File: src/rtl/oldest2_issue_queue_if.sv
// Signal bundle between the oldest-2 issue queue, its allocator/scoreboard and the oldest-2 arbiter.
// The queue takes the slave view; whoever drives allocation, wakeup and grants takes the master view.
interface oldest2_issue_queue_if #(
    parameter int DEPTH      = 8,
    parameter int PTR_WIDTH  = 3,
    parameter int DATA_WIDTH = 32
);
    logic                    flush_i;
    logic [1:0]              alloc_valid_i;
    logic [1:0]              alloc_rdy_bit_i;
    logic [1:0]              alloc_is_ls_i;
    logic [2*DATA_WIDTH-1:0] alloc_data_i;
    logic                    alloc_ready_o;
    logic [2*PTR_WIDTH-1:0]  alloc_index_o;
    logic [DEPTH-1:0]        ready_set_i;
    logic [DEPTH-1:0]        req_o;
    logic [DEPTH-1:0]        req_ls_o;
    logic [PTR_WIDTH-1:0]    head_o;
    logic [1:0]              new_req_o;
    logic [1:0]              new_req_ls_o;
    logic                    first_grant_valid_i;
    logic                    second_grant_valid_i;
    logic [PTR_WIDTH-1:0]    first_grant_index_i;
    logic [PTR_WIDTH-1:0]    second_grant_index_i;
    logic [1:0]              new_grant_i;
    logic [1:0]              issue_valid_o;
    logic [2*DATA_WIDTH-1:0] issue_data_o;

    modport master (
        output flush_i, alloc_valid_i, alloc_rdy_bit_i, alloc_is_ls_i, alloc_data_i, ready_set_i,
               first_grant_valid_i, second_grant_valid_i, first_grant_index_i, second_grant_index_i,
               new_grant_i,
        input  alloc_ready_o, alloc_index_o, req_o, req_ls_o, head_o, new_req_o, new_req_ls_o,
               issue_valid_o, issue_data_o
    );

    modport slave (
        input  flush_i, alloc_valid_i, alloc_rdy_bit_i, alloc_is_ls_i, alloc_data_i, ready_set_i,
               first_grant_valid_i, second_grant_valid_i, first_grant_index_i, second_grant_index_i,
               new_grant_i,
        output alloc_ready_o, alloc_index_o, req_o, req_ls_o, head_o, new_req_o, new_req_ls_o,
               issue_valid_o, issue_data_o
    );
endinterface

File: src/rtl/oldest2_issue_queue.sv
// Age-ordered 8-entry issue buffer feeding an oldest-2 arbiter: in-order allocation at tail,
// out-of-order retirement by grant, head skipping holes, two registered issue slots.
module oldest2_issue_queue #(
    parameter int DEPTH      = 8,
    parameter int PTR_WIDTH  = 3,
    parameter int DATA_WIDTH = 32
) (
    input logic                  clk,
    input logic                  rstn,
    oldest2_issue_queue_if.slave q
);
    typedef logic [PTR_WIDTH:0] ptr_t;

    logic [DEPTH-1:0]        valid_q, ready_q, is_ls_q;
    logic [DEPTH-1:0]        valid_d, ready_d, is_ls_d, freed;
    logic [DATA_WIDTH-1:0]   data_q [DEPTH];
    ptr_t                    head_q, tail_q, head_d, tail_d, span, span_d, p;
    logic [PTR_WIDTH-1:0]    idx0, idx1;
    logic                    alloc_ready, accept, bypass0, wr0, wr1, found;
    logic [3:0]              cand_v;
    logic [DATA_WIDTH-1:0]   cand_d [4];
    logic [1:0]              issue_valid_p0, issue_valid_p1;
    logic [2*DATA_WIDTH-1:0] issue_data_p0, issue_data_p1;
    int                      n;

    // Wrap bit in the pointers makes span == DEPTH (full) distinct from span == 0 (empty).
    assign span        = tail_q - head_q;
    assign alloc_ready = (span <= ptr_t'(DEPTH - 2));
    assign accept      = alloc_ready & ~q.flush_i;
    assign bypass0     = q.alloc_valid_i[0] & q.new_grant_i[0];
    assign wr0         = accept & q.alloc_valid_i[0] & ~q.new_grant_i[0];
    assign wr1         = accept & q.alloc_valid_i[1] & ~q.new_grant_i[1];
    assign idx0        = tail_q[PTR_WIDTH-1:0];
    assign idx1        = bypass0 ? idx0 : idx0 + PTR_WIDTH'(1);
    assign tail_d      = tail_q + ptr_t'(wr0) + ptr_t'(wr1);
    assign span_d      = tail_d - head_q;

    assign q.alloc_ready_o = alloc_ready;
    assign q.alloc_index_o = {idx1, idx0};
    assign q.new_req_o     = q.alloc_valid_i & q.alloc_rdy_bit_i & {2{alloc_ready}};
    assign q.new_req_ls_o  = q.alloc_valid_i & q.alloc_is_ls_i & {2{alloc_ready}};
    assign q.req_o         = valid_q & ready_q;
    assign q.req_ls_o      = valid_q & is_ls_q;
    assign q.head_o        = head_q[PTR_WIDTH-1:0];
    assign q.issue_valid_o = issue_valid_p1;
    assign q.issue_data_o  = issue_data_p1;

    always_comb begin
        freed = '0;
        if (q.first_grant_valid_i)  freed[q.first_grant_index_i]  = 1'b1;
        if (q.second_grant_valid_i) freed[q.second_grant_index_i] = 1'b1;
        valid_d = valid_q & ~freed;
        // Masking with post-free valid drops wakeups to empty or just-granted entries.
        ready_d = (ready_q | q.ready_set_i) & valid_d;
        is_ls_d = is_ls_q;
        if (wr0) begin
            valid_d[idx0] = 1'b1;
            ready_d[idx0] = q.alloc_rdy_bit_i[0];
            is_ls_d[idx0] = q.alloc_is_ls_i[0];
        end
        if (wr1) begin
            valid_d[idx1] = 1'b1;
            ready_d[idx1] = q.alloc_rdy_bit_i[1];
            is_ls_d[idx1] = q.alloc_is_ls_i[1];
        end
    end

    // Search spans up to the new tail so fresh allocations into an emptied queue stay visible.
    always_comb begin
        head_d = tail_d;
        found  = 1'b0;
        p      = head_q;
        for (int i = 0; i < DEPTH; i++) begin
            p = head_q + ptr_t'(i);
            if (!found && (ptr_t'(i) < span_d) && valid_d[p[PTR_WIDTH-1:0]]) begin
                head_d = p;
                found  = 1'b1;
            end
        end
    end

    always_comb begin
        cand_v    = {q.new_grant_i[1], q.new_grant_i[0], q.second_grant_valid_i, q.first_grant_valid_i};
        cand_d[0] = data_q[q.first_grant_index_i];
        cand_d[1] = data_q[q.second_grant_index_i];
        cand_d[2] = q.alloc_data_i[DATA_WIDTH-1:0];
        cand_d[3] = q.alloc_data_i[2*DATA_WIDTH-1:DATA_WIDTH];
        issue_valid_p0 = '0;
        issue_data_p0  = '0;
        n              = 0;
        for (int k = 0; k < 4; k++) begin
            if (cand_v[k]) begin
                if (n == 0) begin
                    issue_valid_p0[0]                = 1'b1;
                    issue_data_p0[DATA_WIDTH-1:0]    = cand_d[k];
                end else if (n == 1) begin
                    issue_valid_p0[1]                = 1'b1;
                    issue_data_p0[2*DATA_WIDTH-1:DATA_WIDTH] = cand_d[k];
                end
                n = n + 1;
            end
        end
    end

    // ---- stage p0 -> p1: queue state and issue slots ----
    always_ff @(posedge clk or negedge rstn) begin
        if (!rstn) begin
            valid_q        <= '0;
            ready_q        <= '0;
            is_ls_q        <= '0;
            head_q         <= '0;
            tail_q         <= '0;
            issue_valid_p1 <= '0;
            issue_data_p1  <= '0;
        end else if (q.flush_i) begin
            valid_q        <= '0;
            ready_q        <= '0;
            head_q         <= '0;
            tail_q         <= '0;
            issue_valid_p1 <= '0;
        end else begin
            valid_q        <= valid_d;
            ready_q        <= ready_d;
            is_ls_q        <= is_ls_d;
            head_q         <= head_d;
            tail_q         <= tail_d;
            issue_valid_p1 <= issue_valid_p0;
            issue_data_p1  <= issue_data_p0;
        end
    end

    always_ff @(posedge clk) begin
        if (wr0) data_q[idx0] <= q.alloc_data_i[DATA_WIDTH-1:0];
        if (wr1) data_q[idx1] <= q.alloc_data_i[2*DATA_WIDTH-1:DATA_WIDTH];
    end

    // The arbiter never returns more than two grants per cycle.
    grant_count_a: assert property (@(posedge clk) disable iff (!rstn) $countones(cand_v) <= 2);
endmodule

File: src/flat_wrapper.sv
// flat-port wrapper written by rule: the top's interface ports become plain ports
module oldest2_issue_queue_flat 
#(
    parameter int DEPTH      = 8,
    parameter int PTR_WIDTH  = 3,
    parameter int DATA_WIDTH = 32
)
  (clk, rstn, q_flush_i, q_alloc_valid_i, q_alloc_rdy_bit_i, q_alloc_is_ls_i, q_alloc_data_i, q_ready_set_i, q_first_grant_valid_i, q_second_grant_valid_i, q_first_grant_index_i, q_second_grant_index_i, q_new_grant_i, q_alloc_ready_o, q_alloc_index_o, q_req_o, q_req_ls_o, q_head_o, q_new_req_o, q_new_req_ls_o, q_issue_valid_o, q_issue_data_o);
  oldest2_issue_queue_if #(.DEPTH(DEPTH), .PTR_WIDTH(PTR_WIDTH), .DATA_WIDTH(DATA_WIDTH)) q_i ();
  input logic clk;
  input logic rstn;
  input wire logic [$bits(q_i.flush_i)-1:0] q_flush_i;
  input wire logic [$bits(q_i.alloc_valid_i)-1:0] q_alloc_valid_i;
  input wire logic [$bits(q_i.alloc_rdy_bit_i)-1:0] q_alloc_rdy_bit_i;
  input wire logic [$bits(q_i.alloc_is_ls_i)-1:0] q_alloc_is_ls_i;
  input wire logic [$bits(q_i.alloc_data_i)-1:0] q_alloc_data_i;
  input wire logic [$bits(q_i.ready_set_i)-1:0] q_ready_set_i;
  input wire logic [$bits(q_i.first_grant_valid_i)-1:0] q_first_grant_valid_i;
  input wire logic [$bits(q_i.second_grant_valid_i)-1:0] q_second_grant_valid_i;
  input wire logic [$bits(q_i.first_grant_index_i)-1:0] q_first_grant_index_i;
  input wire logic [$bits(q_i.second_grant_index_i)-1:0] q_second_grant_index_i;
  input wire logic [$bits(q_i.new_grant_i)-1:0] q_new_grant_i;
  output wire logic [$bits(q_i.alloc_ready_o)-1:0] q_alloc_ready_o;
  output wire logic [$bits(q_i.alloc_index_o)-1:0] q_alloc_index_o;
  output wire logic [$bits(q_i.req_o)-1:0] q_req_o;
  output wire logic [$bits(q_i.req_ls_o)-1:0] q_req_ls_o;
  output wire logic [$bits(q_i.head_o)-1:0] q_head_o;
  output wire logic [$bits(q_i.new_req_o)-1:0] q_new_req_o;
  output wire logic [$bits(q_i.new_req_ls_o)-1:0] q_new_req_ls_o;
  output wire logic [$bits(q_i.issue_valid_o)-1:0] q_issue_valid_o;
  output wire logic [$bits(q_i.issue_data_o)-1:0] q_issue_data_o;
  assign q_i.flush_i = q_flush_i;
  assign q_i.alloc_valid_i = q_alloc_valid_i;
  assign q_i.alloc_rdy_bit_i = q_alloc_rdy_bit_i;
  assign q_i.alloc_is_ls_i = q_alloc_is_ls_i;
  assign q_i.alloc_data_i = q_alloc_data_i;
  assign q_i.ready_set_i = q_ready_set_i;
  assign q_i.first_grant_valid_i = q_first_grant_valid_i;
  assign q_i.second_grant_valid_i = q_second_grant_valid_i;
  assign q_i.first_grant_index_i = q_first_grant_index_i;
  assign q_i.second_grant_index_i = q_second_grant_index_i;
  assign q_i.new_grant_i = q_new_grant_i;
  assign q_alloc_ready_o = q_i.alloc_ready_o;
  assign q_alloc_index_o = q_i.alloc_index_o;
  assign q_req_o = q_i.req_o;
  assign q_req_ls_o = q_i.req_ls_o;
  assign q_head_o = q_i.head_o;
  assign q_new_req_o = q_i.new_req_o;
  assign q_new_req_ls_o = q_i.new_req_ls_o;
  assign q_issue_valid_o = q_i.issue_valid_o;
  assign q_issue_data_o = q_i.issue_data_o;
  oldest2_issue_queue #(.DEPTH(DEPTH), .PTR_WIDTH(PTR_WIDTH), .DATA_WIDTH(DATA_WIDTH)) u_core (.clk(clk), .rstn(rstn), .q(q_i));
endmodule
File: config.mk
export PLATFORM = sky130hd
export DESIGN_NAME = oldest2_issue_queue_flat
export DESIGN_NICKNAME = d
export VERILOG_FILES = /design/src/rtl/oldest2_issue_queue_if.sv /design/src/rtl/oldest2_issue_queue.sv /design/src/flat_wrapper.sv
export SDC_FILE = /design/constraint.sdc
export NUM_CORES = 1
export LEC_CHECK = 0
export BUFFER_PORTS_ARGS = -buffer_cell sky130_fd_sc_hd__buf_2
export CAP_MARGIN = 20
export CORE_MARGIN = 1.5
export CORE_UTILIZATION = 63
export CTS_BUF_LIST = sky130_fd_sc_hd__clkbuf_8
export CTS_CLUSTER_SIZE = 25
export DETAILED_ROUTE_END_ITERATION = 8
export PLACE_DENSITY_LB_ADDON = 0.1
export SLEW_MARGIN = 30
export SYNTH_ARGS = -nofsm -noshare
export SYNTH_HDL_FRONTEND = slang
export SYNTH_SLANG_ARGS = --single-unit
export TNS_END_PERCENT = 1
File: constraint.sdc
create_clock -name clk -period 8.5 [get_ports clk]
set_clock_uncertainty 0.1 [all_clocks]
set_input_delay 1.275 -clock clk [delete_from_list [all_inputs] [get_ports clk]]
set_output_delay 1.275 -clock clk [all_outputs]
set_load 0.005 [all_outputs]
Yosys cells after proc, flatten, opt, wreduce, memory -nomap -nowiden
Memories as Yosys holds them, arrays and structs flattened.
Cells that the tools add are included.
{ "classes": {"addsub": 14, "n_lt_le_gt_ge": 25, "n_eq_ne": 4, "muxes": 90, "bitwise_logic": 22, "n_reduce_logical": 29} }
{ "ops": {"columns": ["operator", "n"], "rows": [
  ["$mux W32", 12],
  ["$mux W64", 3],
  ["$logic_not A32 Y1", 3],
  ["$mux W8", 10],
  ["$eq A32 B2 Y1 const B", 2],
  ["$lt A3 B4 Y1 const B", 12],
  ["$mux W4", 10],
  ["$mux W1", 34],
  ["$add A32 B2 Y32 const B", 1],
  ["$and A8 B8 Y8", 4],
  ["$bwmux W8", 4],
  ["$or A8 B8 Y8", 4],
  ["$bmux W1 S3", 8],
  ["$logic_and A1 B1 Y1", 19],
  ["$add A4 B3 Y4 const B", 4],
  ["$lt A3 B4 Y1 const A", 4],
  ["$demux W1 S3", 4],
  ["$ge A3 B1 Y1 const B", 4],
  ["$ne A9 B9 Y1 const B", 1],
  ["$add A4 B1 Y4", 2],
  ["$add A4 B2 Y4 const B", 2],
  ["$and A2 B2 Y2", 4],
  ["$lt A1 B4 Y1 const A", 2],
  ["$lt A2 B4 Y1 const A", 2],
  ["12 further kinds", 29]
]} }
{ "totals": {"register_bits": 98, "ram_bits": 256, "input_bits": 91, "output_inout_bits": 96, "elab_cells": 192, "memories": 1} }
{ "memory_table": {"columns": ["name", "depth", "width", "rd", "rd_clocked_by_memory_dff", "write_ports", "line", "rtl"], "rows": [
  ["u_core.data_q", 8, 32, 2, 0, 2, "oldest2_issue_queue.sv:16", "logic [DATA_WIDTH-1:0] data_q [DEPTH];"]
]} }

Depth between registers and ports, before layout
{ "depth": {"word_depth": 46, "ltp_mapped": 28, "ltp_nobuf": 25} }

Worst setup path before layout
OpenSTA, ideal clock, no wires.
{ "synth_path": {"path_type": "flip-flop to flip-flop", "from": "register u_core.tail_q[0]", "to": "register u_core.head_q[3]", "setup_ps": 132, "arrival_ps": 5787, "required_ps": 8268, "setup_slack_ps": 2482, "path_stages_with_launch": 28, "path_buffers": 3, "period_less_slack_ps": 6018, "path_cell_list": "dfrtp_1 -> clkbuf_1 -> inv_1 -> ha_1 -> inv_1 -> fa_1 -> nand3b_1 -> nand4_2 -> inv_1 -> clkbuf_1 -> nand2_1 -> fa_1 -> inv_1 -> ha_1 -> ha_1 -> a21o_1 -> a21oi_1 -> xnor3_4 -> or2_2 -> o21ai_0 -> a21o_1 -> o31ai_4 -> nor4_4 -> and3_1 -> clkbuf_1 -> a2bb2oi_1 -> o2111ai_1 -> a31oi_1"} }
{ "synth_via": {"elab_chain_len": 41, "word_cells_on_any_way": 89, "cone_classes": "5 x add/sub; 13 x order compare; 1 x eq/ne; 39 x mux; 7 x bitwise; 24 x reduce/logical"} }
{ "synth_rtl": {"columns": ["element", "line", "rtl"], "rows": [
  ["start, declared", "oldest2_issue_queue.sv:17", "ptr_t head_q, tail_q, head_d, tail_d, span, span_d, p;"],
  ["start signal, assigned", "oldest2_issue_queue.sv:126", "tail_q <= tail_d;"],
  ["$sub A4 B4 Y4 (*)", "oldest2_issue_queue.sv:27", "assign span = tail_q - head_q;"],
  ["$le A4 B3 Y1 (*)", "oldest2_issue_queue.sv:28", "assign alloc_ready = (span <= ptr_t'(DEPTH - 2));"],
  ["net q_alloc_ready_o", "flat_wrapper.sv:23", "output wire logic [$bits(q_i.alloc_ready_o)-1:0] q_alloc_ready_o;"],
  ["$and A1 B1 Y1 (*)", "oldest2_issue_queue.sv:29", "assign accept = alloc_ready & ~q.flush_i;"],
  ["parallel branches: the longest is 38 deep, another holds $add A4 B1 Y4", null, null],
  ["end signal, assigned", "oldest2_issue_queue.sv:111", "head_q <= '0;"],
  ["end signal, assigned", "oldest2_issue_queue.sv:118", "head_q <= '0;"],
  ["end signal, assigned", "oldest2_issue_queue.sv:125", "head_q <= head_d;"],
  ["end, declared", "oldest2_issue_queue.sv:17", null]
]} }
Mark *: on every way through the listed nets, which the timed path passes. The select of a mux whose other input is x is not followed.
A chain may end at the register's enable or synchronous reset.

Worst setup path in the final report
{ "layout_path": {"from": "register u_core.head_q[2]", "to": "register u_core.head_q[3]"} }
{ "layout_via": {"elab_chain_len": 41, "word_cells_on_any_way": 83, "cone_classes": "11 x add/sub; 9 x order compare; 1 x eq/ne; 34 x mux; 6 x bitwise; 22 x reduce/logical"} }
{ "layout_rtl": {"columns": ["element"], "rows": [
  ["parallel branches: the longest is 41 deep, another holds $sub A4 B4 Y4"]
]} }
Parallel ways; which one is timed is not known. The select of a mux whose other input is x is not followed.

==> flow_metrics.env <==
export IMPL_status="finished clean"
export IMPL_maxSlewViolCount=0
export IMPL_fp_coreArea_sq_um=34700
export IMPL_synth_area_sq_um=22300
export IMPL_drt_first_pass_iters=6
export IMPL_avgSynthCellArea_sq_um=11.3
export IMPL_final_area_sq_um=24500
export IMPL_grt_first_pass_wirelength_mm=103
export IMPL_finalWorstPathRequiredPeriod_ns=6.89
export IMPL_yosysSeqAreaShare_pct=45.4
export IMPL_worstPathRequired_ns=8.95
export IMPL_routed_wl_mm=68.3
export IMPL_h_tree_depth=2
export IMPL_fin_nets=2147
export IMPL_crit_fanout=13
export IMPL_r2r_slack_ns=1.61
export IMPL_min_path_type="flip-flop to flip-flop"
export IMPL_critical_path_endpoint_type="flip-flop"
export IMPL_synth_top_area_share_pct=34.4
export IMPL_worst_r2r_cell_count=23
export IMPL_die_y_um=191
export IMPL_crit_arrival_ns=7.34
export IMPL_io_pins=187
export IMPL_synth_cells=1970
export IMPL_multi_input_area_sq_um=11300
export IMPL_place_hpwl_mm=39.7
export IMPL_ff_latch_area_sq_um=10100
export IMPL_vias=17216
export IMPL_yosys_area_top_type="edfxtp_1"
export IMPL_power_leakage_nw=9.61
export IMPL_crit_path_frequent_cell="ha_1"
export IMPL_ys_warn_count=0
export IMPL_n_fill_cell=2483
export IMPL_cts_tree="done"
export IMPL_startpoint_type="flip-flop"
export IMPL_ys_types=88
export IMPL_fp_row_count=68
export IMPL_cts_buffer_depth=3
export IMPL_slowest_stage="dfrtp_1"
export IMPL_cp_depth=23
export IMPL_synth_top_flop_cell="edfxtp_1"
export IMPL_r2r_end="u_core.head_q[3]"
export IMPL_postCtsHoldBufs=0
export IMPL_critPathTopFamily="compound AO/OA/AOI/OAI gates"
export IMPL_placed_area_sq_um=23300
export IMPL_cts_setup_buffers=0
export IMPL_grt_overflow=0
export IMPL_clkTransAtPathRegs_ns=0.07
export IMPL_syn_nets=2082
export IMPL_grt_setup_unrepaired="no"
export IMPL_r2r_start="u_core.head_q[2]"
export IMPL_worstPathCellList="clkinv_1 -> ha_1 -> xor2_1 -> nand3b_1 -> nand4_2 -> inv_1 -> nand2_1 -> fa_1 -> inv_1 -> ha_1 -> xor2_1 -> ha_1 -> a21oi_1 -> xnor3_4 -> or2_2 -> o21ai_0 -> a21o_1 -> o31ai_4 -> nor4_4 -> o21ai_0 -> a211o_1 -> o2111ai_1 -> a31oi_1"
export IMPL_timing_worst_slew_pin_value_ns=0.971
export IMPL_die_area_sq_um=36600
export IMPL_port_buffer_count=186
export IMPL_viasPerCell=6.76
export IMPL_cp_num_buf_inv=3
export IMPL_ir_drop_uv=165
export IMPL_finalHoldViolCount=0
export IMPL_die_w_um=191
export IMPL_slew_headroom_pct=35.0
export IMPL_start_util_pct=64.3
export IMPL_fin_crit_sh_pct=81.0
export IMPL_synthTopCellsByArea="edfxtp_1 34%, mux4_2 13%, mux2_2 13%"
export IMPL_drc_errors=0
export IMPL_ctsResizeCount=0
export IMPL_wl_per_cell_um=26.8
export IMPL_synth_seq_cells=354
export IMPL_clk_latency_ns=0.68
export IMPL_finalSetupViolCount=0
export IMPL_finalSetupTns_ns=0
export IMPL_grt_antenna_before_repair=6
export IMPL_area_growth_pct=9.90
export IMPL_powerDensity_nw_per_um2=200
export IMPL_drive_gt1_share_pct=35.5
export IMPL_crit_end="u_core.head_q[3]"
export IMPL_synth_edf_count=256
export IMPL_async_reset_ff_share_pct=27.7
export IMPL_drt_initial_drc_count=1867
export IMPL_grt_total_usage_pct=38.0
export IMPL_numCtsBuffers=59
export IMPL_crit_type="flip-flop to flip-flop"
export IMPL_grt_max_degree=74
export IMPL_fmax_mhz=145
export IMPL_gp_congestion=0.967
export IMPL_first_global_vias=17564
export IMPL_ant_nets=0
export IMPL_crit_start="u_core.head_q[2]"
export IMPL_cap_violations=0
export IMPL_cts_sinks=354
export IMPL_cp_slowest_stage_delay_ns=0.63
export IMPL_clockRootBuffer="clkbuf_8"
routing by layer:
metal,wire (um),vias to the layer above,share of wire [%],global-route usage (%)
li1,-,7454,-,-
met1,25000,8409,37,48.5
met2,32300,1128,47,61.0
met3,8060,223,12,9.73
met4,2890,2,4.2,17.5
met5,12,-,0.018,0
synth_stat cells, types with 8 or more instances:
cell      instances
buf_1            34
nand4_1           8
dfrtp_1          98
a22oi_1          33
o21ai_0          82
edfxtp_1        256
ha_1             18
mux4_2          129
a211oi_1          8
nand3_1          19
clkbuf_1        166
nand2_1         360
nor3_1           14
o22ai_1          10
and2_1           21
mux2_2          257
inv_1            21
a21oi_1          80
a221o_1          32
and3_1           18
nor2_1          145
xnor2_1           8
power by group:
group | internal, mW | switching, mW
Clock | 0.828 | 0.747
Combinational | 0.533 | 0.758
Sequential | 1.98 | 0.0660
how the worst min path moves through the flow:
stage	startpoint	end	slack (ns)	depth (start not counted)
4_1_cts	u_core.q.issue_data_o[60]	u_core.q.issue_data_o[60]	0.38	2
2_1_floorplan	u_core.is_ls_q[1]	u_core.is_ls_q[1]	0.36	2
3_5_place_dp	u_core.q.issue_data_o[44]	u_core.q.issue_data_o[44]	0.37	2
3_3_place_gp	u_core.q.issue_data_o[32]	u_core.q.issue_data_o[32]	0.36	2
6_report	u_core.q.issue_data_o[36]	u_core.q.issue_data_o[36]	0.38	2
5_1_grt	u_core.q.issue_data_o[63]	u_core.q.issue_data_o[63]	0.41	2
worst register-to-register path: cells and delay by family (launching register included):
kind                     cells  cell delay [ns]
adder cells (fa/ha/maj)      4             1.41
AND/OR/NAND/NOR              5             1.39
flip-flops                   1             0.63
buffers and inverters        3             0.93
XOR/XNOR                     3             0.85
AO/OA/AOI/OAI                8             1.49
per-stage QoR:
stage | util [%] | hold WS, ns | std cells | total power, mW | setup slack, ns
after floorplan | - | 0.358 | 1970 | 2.98 | 2.48
after global placement | 67.0 | 0.360 | 2428 | 3.32 | 1.84
after detailed placement | 67.0 | 0.369 | 2428 | 3.34 | 1.63
after CTS | 70.5 | 0.384 | 2540 | 4.90 | 1.60
after global routing | 70.7 | 0.413 | 2544 | 5.11 | 1.06
final | 70.7 | 0.379 | 2546 | 4.91 | 1.61
sequential cells by signal (all words and copies together), names as in the netlist:
register,flops
u_core.head_q,4
u_core.tail_q,4
u_core.is_ls_q,8
u_core.data_q,256
u_core.q.issue_valid_o,2
u_core.q.issue_data_o,64
u_core.valid_q,8
u_core.ready_q,8
cell usage in the layout (no fill, tap or decap), types with 68 or more instances in the layout:
| master | Yosys | routed |
|---|---|---|
| o21ai_0 | 82 | 81 |
| nand2_1 | 360 | 355 |
| clkbuf_8 | 4 | 68 |
| mux2_2 | 257 | 257 |
| mux4_2 | 129 | 129 |
| buf_2 | 2 | 181 |
| edfxtp_1 | 256 | 256 |
| dfrtp_1 | 98 | 98 |
| a21oi_1 | 80 | 79 |
| nor2_1 | 145 | 143 |
cell type report:
class                           instances  share of cell area, %
Clock buffer                           68                   3.81
Antenna cell                            5                 0.0510
Sequential cell                       354                   41.3
Clock inverter                         44                   1.18
Inverter                               23                  0.352
Tap cell                              455                   2.32
Timing Repair Buffer                  221                   5.03
Multi-Input combinational cell       1376                   45.9
cell families after synthesis:
family                     share of synthesized area (%)
DFF                                                 45.4
and+or+nand+nor                                     12.4
AOI/OAI and AO/OA                                   9.21
buffers and inverters                               4.49
xor gates and xnor gates                           0.779
muxes                                               26.5
adders and majority gates                           1.28
(Power assumes the default switching activity.)
